--- config.mk ---
export PLATFORM = sky130hd
export DESIGN_NAME = sdp_bram_w64_r16_flat
export DESIGN_NICKNAME = d
export VERILOG_FILES = /design/src/rtl/sdp_bram_w64_r16_if.sv /design/src/rtl/sdp_bram_w64_r16.sv /design/src/flat_wrapper.sv
export SDC_FILE = /design/constraint.sdc
export NUM_CORES = 2
export LEC_CHECK = 0
export ABC_AREA = 1
export CORE_MARGIN = 1.5
export CORE_UTILIZATION = 40
export DETAILED_ROUTE_END_ITERATION = 8
export PLACE_DENSITY = 0.65
export REMOVE_ABC_BUFFERS = 1
export SETUP_SLACK_MARGIN = 0.4
export SLEW_MARGIN = 30
export SYNTH_ARGS = -nofsm -noshare
export SYNTH_HDL_FRONTEND = slang
export SYNTH_SLANG_ARGS = --single-unit
--- constraint.sdc ---
create_clock -name clk -period 1.2 [get_ports clk]
set_input_delay 0.12 -clock clk [delete_from_list [all_inputs] [get_ports clk]]
set_output_delay 0.12 -clock clk [all_outputs]
set_load 0.02 [all_outputs]
--- src/rtl/sdp_bram_w64_r16_if.sv ---
// Bus bundle for sdp_bram_w64_r16: 64-bit write port A and 16-bit read port B.
// The master modport belongs to the producer/consumer logic. The slave modport belongs to the RAM.
interface sdp_bram_w64_r16_if #(
  parameter int WR_ADDR_WIDTH = 5,
  parameter int RD_DATA_WIDTH = 16,
  parameter int WR_DATA_WIDTH = 64
);
  localparam int RD_ADDR_WIDTH = WR_ADDR_WIDTH + 2;

  logic                     cea;   // write enable
  logic [WR_ADDR_WIDTH-1:0] ada;   // write word address
  logic [WR_DATA_WIDTH-1:0] din;   // write data
  logic                     ceb;   // read enable
  logic [RD_ADDR_WIDTH-1:0] adb;   // read halfword address
  logic [RD_DATA_WIDTH-1:0] dout;  // registered read data

  modport master (output cea, ada, din, ceb, adb, input dout);
  modport slave  (input cea, ada, din, ceb, adb, output dout);
endinterface

--- src/rtl/sdp_bram_w64_r16.sv ---
// sdp_bram_w64_r16: simple dual-port RAM, 32 x 64-bit write side, 128 x 16-bit read side.
// Lanes are little-endian: adb = {word, lane}, and lane 0 is din[15:0].
// Reads return the old contents when the same word is written on the same edge.
// reset_n clears only the output register(s). The array is never cleared.
// Optional build macro SDPB_OUTREG_EN adds a second output register and gives 2-cycle read latency.
module sdp_bram_w64_r16 #(
  parameter int WR_ADDR_WIDTH = 5,
  parameter int RD_DATA_WIDTH = 16,
  parameter int WR_DATA_WIDTH = 64
) (
  input  logic                 clk,
  input  logic                 reset_n,
  sdp_bram_w64_r16_if.slave    bus
);
  localparam int RD_ADDR_WIDTH = WR_ADDR_WIDTH + 2;
  localparam int DEPTH         = 2 ** WR_ADDR_WIDTH;

  logic [WR_DATA_WIDTH-1:0] r_mem [DEPTH];
  logic [WR_ADDR_WIDTH-1:0] w_rd_word_addr;
  logic [1:0]               w_rd_lane;
  logic [WR_DATA_WIDTH-1:0] w_rd_word;
  logic [RD_DATA_WIDTH-1:0] w_rd_data;
  logic [RD_DATA_WIDTH-1:0] r_dout;

  assign w_rd_word_addr = bus.adb[RD_ADDR_WIDTH-1:2];
  assign w_rd_lane      = bus.adb[1:0];
  assign w_rd_word      = r_mem[w_rd_word_addr];

  // Select the addressed 16-bit lane of the read word (little-endian lane order)
  always_comb begin
    w_rd_data = {RD_DATA_WIDTH{1'b0}};
    case (w_rd_lane)
      2'd0:    w_rd_data = w_rd_word[RD_DATA_WIDTH*0 +: RD_DATA_WIDTH];
      2'd1:    w_rd_data = w_rd_word[RD_DATA_WIDTH*1 +: RD_DATA_WIDTH];
      2'd2:    w_rd_data = w_rd_word[RD_DATA_WIDTH*2 +: RD_DATA_WIDTH];
      2'd3:    w_rd_data = w_rd_word[RD_DATA_WIDTH*3 +: RD_DATA_WIDTH];
      default: w_rd_data = {RD_DATA_WIDTH{1'b0}};
    endcase
  end

  // Full-word write. There is no reset, so contents survive reset_n.
  always_ff @(posedge clk) begin
    if (bus.cea) begin
      r_mem[bus.ada] <= bus.din;
    end
  end

  // Array read register. It samples pre-write contents, which gives read-before-write behaviour.
  always_ff @(posedge clk or negedge reset_n) begin
    if (!reset_n) begin
      r_dout <= {RD_DATA_WIDTH{1'b0}};
    end else if (bus.ceb) begin
      r_dout <= w_rd_data;
    end
  end

`ifdef SDPB_OUTREG_EN
  logic [RD_DATA_WIDTH-1:0] r_dout_pipe;

  // Second output stage. It advances together with the array register on ceb.
  always_ff @(posedge clk or negedge reset_n) begin
    if (!reset_n) begin
      r_dout_pipe <= {RD_DATA_WIDTH{1'b0}};
    end else if (bus.ceb) begin
      r_dout_pipe <= r_dout;
    end
  end

  assign bus.dout = r_dout_pipe;
`else
  assign bus.dout = r_dout;
`endif

endmodule

--- src/flat_wrapper.sv ---
// flat-port wrapper written by rule: the top's interface ports become plain ports
module sdp_bram_w64_r16_flat 
#(
  parameter int WR_ADDR_WIDTH = 5,
  parameter int RD_DATA_WIDTH = 16,
  parameter int WR_DATA_WIDTH = 64
)
  (clk, reset_n, bus_cea, bus_ada, bus_din, bus_ceb, bus_adb, bus_dout);
  sdp_bram_w64_r16_if #(.WR_ADDR_WIDTH(WR_ADDR_WIDTH), .RD_DATA_WIDTH(RD_DATA_WIDTH), .WR_DATA_WIDTH(WR_DATA_WIDTH)) bus_i ();
  input  logic clk;
  input  logic reset_n;
  input wire logic [$bits(bus_i.cea)-1:0] bus_cea;
  input wire logic [$bits(bus_i.ada)-1:0] bus_ada;
  input wire logic [$bits(bus_i.din)-1:0] bus_din;
  input wire logic [$bits(bus_i.ceb)-1:0] bus_ceb;
  input wire logic [$bits(bus_i.adb)-1:0] bus_adb;
  output wire logic [$bits(bus_i.dout)-1:0] bus_dout;
  assign bus_i.cea = bus_cea;
  assign bus_i.ada = bus_ada;
  assign bus_i.din = bus_din;
  assign bus_i.ceb = bus_ceb;
  assign bus_i.adb = bus_adb;
  assign bus_dout = bus_i.dout;
  sdp_bram_w64_r16 #(.WR_ADDR_WIDTH(WR_ADDR_WIDTH), .RD_DATA_WIDTH(RD_DATA_WIDTH), .WR_DATA_WIDTH(WR_DATA_WIDTH)) u_core (.clk(clk), .reset_n(reset_n), .bus(bus_i));
endmodule
==> impl_results.md <==
* Worst-skew pair later-pin latency at 0.86 ns
* Area Growth Syn to Fin at 26.5%
* Type of the worst setup path: flip-flop to flip-flop
* Data arrival at the endpoint of the critical path at about 2.4 ns
* Pin count of the biggest net entering global routing at 76
* Cell area after layout at 105000 sq um
* GRT met1 Usage at about a third
* Most frequent cell after synthesis: sky130_fd_sc_hd__nand2_1
* Setup clock skew after layout at approximately 0.06 ns
* Capturing element type of the critical path: flip-flop
* Fin. max-slew vios at 0
* Post-synthesis instance area at 82600 sq um
* Detailed-route wire length per cell at 25.2 um
* DRC violations left at 0
* Main flop type after synthesis: sky130_fd_sc_hd__edfxtp_1
* Outcome: finished, violations left
* Clock-pin slew reported for the worst setup and hold paths after clock tree synthesis at approximately 0.060 ns
* Share of Yosys cell area claimed by the top area cell type at 74.4%
* Pwr per Cell Area at 1470 nW/um^2
* Critical Path Source: u_core.r_mem[15][26]$_DFFE_PP_
* Share of synthesized registers carrying an async set or reset at less than 1%
* Post-detail-place hpwl at 162000 um
* Final estimated routing congestion in global placement at 0.899
* I/O Pins at 96
* Crit path required time at 1.93 ns
* Count of antenna-violating nets left after detailed routing at 0
* Sum of negative setup slack at -10.13 ns
* Initial cell density of the core at about two fifths
* RSZ-0062 raised after global routing: yes
* Average instance area after synthesis at 12.1 sq um
* Violated checks: negative setup slack
* Final worst slack at -0.479 ns
* GRT Residual Overflow at 0
* Final-report setup violation count at 32
* Max_slew headroom at 60.2%
* Transition time of the tightest slew-check pin at 0.595 ns
* Launching element type of the critical path: flip-flop
* Netlist cell types at 15
* Global-route usage over all layers at 24.2%
* Placeable core region at 205000 sq um
* IR Drop Worst-Case VDD at 1.65 mV
* Startpoint of the worst register-to-register path: u_core.r_mem[15][26]$_DFFE_PP_
* Instance area after placement at between 90000 and 100000 sq um
* First-pass GRT wire length at 375000 um
* Initial antenna violation count at 3
* Top cells by area in the synthesized netlist: sky130_fd_sc_hd__edfxtp_1 74%, sky130_fd_sc_hd__nand3_1 11%, sky130_fd_sc_hd__nand2_1 11%
* Met3 GRT Util at 4.43%
* H-tree depth reported by CTS at 4
* TritonCTS clock tree: yes
* Proportion of synthesized chip area in sequential cells at 74.9%
* Die Height at 458 um
* Clock sink total at 2064
* Post-layout nets at 7626
* Final hold viol count at 0
* Buffer type at the clock tree root: sky130_fd_sc_hd__clkbuf_16
* Vias in the first global route at 55631
* Total via count after detailed routing at 58841
* Total length of routed wires at 262000 um
* Vias per inst at 5.66
* Final standard cell utilization of the core at 51.0%
* IO buf count at 95
* Initial drt markers at ~7900
* Class of the tightest hold or removal check: input port to flip-flop
* Fmax achieved at 0.596 GHz
* Number of cells produced by synthesis at 6820
* Layer carrying the most global-route usage: met2
* Final critical delay including setup and external delays at 1.68 ns
* DIE WIDTH at 458 um
* Layout cells sized above 1 at between 20% and 30%
* Floorplan row count at 166
* Synthesis warning total at 0
* Worst setup slack before clock tree synthesis at -1.35 ns
* Peak fanout along the critical path at 1
* First-pass DRT Iterations at 6
* Total leakage power at roughly 38 nW
* Share of the clock period used by the worst path at 140%
* Number of flops mapped to enable cells by yosys at 2048
* Met2 global-route usage at 38.6%
* Number of clock buffers inserted by TritonCTS at 196
* Die area at 209000 sq um
* Top cells by count, synth: 2339 x sky130_fd_sc_hd__nand2_1, 2048 x sky130_fd_sc_hd__edfxtp_1, 1843 x sky130_fd_sc_hd__nand3_1, 291 x sky130_fd_sc_hd__buf_2, 90 x sky130_fd_sc_hd__clkbuf_1
* Cell type with the largest total area after synthesis: sky130_fd_sc_hd__edfxtp_1
* Worst Hold Launch: bus_cea
* Post-synthesis register bit count at 2064
* Bufs on Longest Clock Path at 3
* Max Cap Violations at 0
-- flip-flops by register name, summed over array words and instances, names as in the netlist --
signal	flops
u_core.r_mem	2048
u_core.bus.dout	16
-- through the flow --
| step | hold slack (ns) | cells | power, mW |
|---|---|---|---|
| 5_1_grt | 0.0282 | 10396 | 158 |
| 2_1_floorplan | -0.176 | 6374 | 86.6 |
| 3_3_place_gp | 0.498 | 10008 | 93.9 |
| 6_report | 0.0375 | 10396 | 154 |
| 4_1_cts | 0.00625 | 10376 | 154 |
| 3_5_place_dp | 0.505 | 10008 | 94.0 |
-- final timing paths --
kind	to	slack, ns	cells after the start
max	u_core.bus.dout[10]$_DFFE_PN0P_	-0.48	11
max in group asynchronous	u_core.bus.dout[14]$_DFFE_PN0P_	0.75	3
max reg2reg	u_core.bus.dout[10]$_DFFE_PN0P_	-0.48	11
min reg2reg	u_core.bus.dout[1]$_DFFE_PN0P_	0.54	2
min in group asynchronous	u_core.bus.dout[1]$_DFFE_PN0P_	0.17	3
min	u_core.r_mem[12][42]$_DFFE_PP_	0.04	5
-- kinds of logic after synthesis --
kind of cell    after synthesis  share of synthesized area [%]
compound gates               32                          0.194
buf+inv                     459                           2.73
flops                      2064                           74.9
simple gates               4265                           22.2
-- metal layers --
| metal | wire, um | up-vias |
|---|---|---|
| li1 | - | 25744 |
| met1 | 102000 | 29161 |
| met2 | 122000 | 3358 |
| met3 | 26700 | 574 |
| met4 | 11000 | 4 |
| met5 | 27 | - |
-- layout by cell type (no fill, tap or decap), types with 5 or more instances in the layout --
cell type	count
sky130_fd_sc_hd__nand3_4	25
sky130_fd_sc_hd__inv_16	5
sky130_fd_sc_hd__clkinv_2	38
sky130_fd_sc_hd__clkinv_1	39
sky130_fd_sc_hd__inv_2	5
sky130_fd_sc_hd__nand2_2	60
sky130_fd_sc_hd__a21oi_2	7
sky130_fd_sc_hd__inv_6	5
sky130_fd_sc_hd__nor2_4	39
sky130_fd_sc_hd__buf_4	486
sky130_fd_sc_hd__clkbuf_16	204
sky130_fd_sc_hd__clkdlybuf4s50_1	67
sky130_fd_sc_hd__nand3_1	1602
sky130_fd_sc_hd__a21oi_1	7
sky130_fd_sc_hd__nand3_2	216
sky130_fd_sc_hd__clkbuf_8	5
sky130_fd_sc_hd__buf_6	23
sky130_fd_sc_hd__nand2_1	2265
sky130_fd_sc_hd__bufinv_16	12
sky130_fd_sc_hd__nand2_4	12
sky130_fd_sc_hd__o21ai_1	10
sky130_fd_sc_hd__nor2_2	10
sky130_fd_sc_hd__clkinvlp_4	5
sky130_fd_sc_hd__clkinv_8	5
sky130_fd_sc_hd__buf_12	372
sky130_fd_sc_hd__clkbuf_1	47
sky130_fd_sc_hd__edfxtp_1	2048
sky130_fd_sc_hd__nor2_1	34
sky130_fd_sc_hd__dfrtp_2	12
-- critical path: stages, from the launching register on --
cell and delay, ns:
sky130_fd_sc_hd__edfxtp_1 0.45, sky130_fd_sc_hd__nand2_2 0.14, sky130_fd_sc_hd__nand3_2 0.08, sky130_fd_sc_hd__nand3_2 0.08
sky130_fd_sc_hd__nand2_2 0.07, sky130_fd_sc_hd__nand2_1 0.07, sky130_fd_sc_hd__nand3_1 0.09, sky130_fd_sc_hd__nand3_2 0.08
sky130_fd_sc_hd__buf_6 0.13, sky130_fd_sc_hd__nand3_4 0.17, sky130_fd_sc_hd__nor2_4 0.15, sky130_fd_sc_hd__nor2_1 0.05
-- final cells by class --
| class | count | area [sq um] |
|---|---|---|
| Multi-Input combinational cell | 4297 | 20600 |
| Clock inverter | 109 | 970 |
| Clock buffer | 250 | 5200 |
| Sequential cell | 2064 | 61900 |
| Tap cell | 2688 | 3360 |
| Antenna cell | 1 | 2.50 |
| Inverter | 13 | 87.6 |
| Timing Repair Buffer | 974 | 12500 |
| Fill cell | 16699 | 100000 |
-- report_power, final --
| group | switching, mW | leakage, nW | internal [mW] | total [mW] |
|---|---|---|---|---|
| Combinational | 8.19 | 16.3 | 4.83 | 13.0 |
| Sequential | 0.397 | 18.6 | 80.2 | 80.6 |
| Clock | 27.1 | 3.02 | 33.3 | 60.3 |
| Total | 35.6 | 37.9 | 118 | 154 |
-- timing repair --
item,4_1_cts,5_1_grt
cloned,2,6
setup endpoints to repair,2072,133
resized for setup,335,198
hold buffers,4,1
pin swaps,170,201
hold endpoints to repair,31,1
buffers inserted,3,12
(Power assumes the default switching activity.)
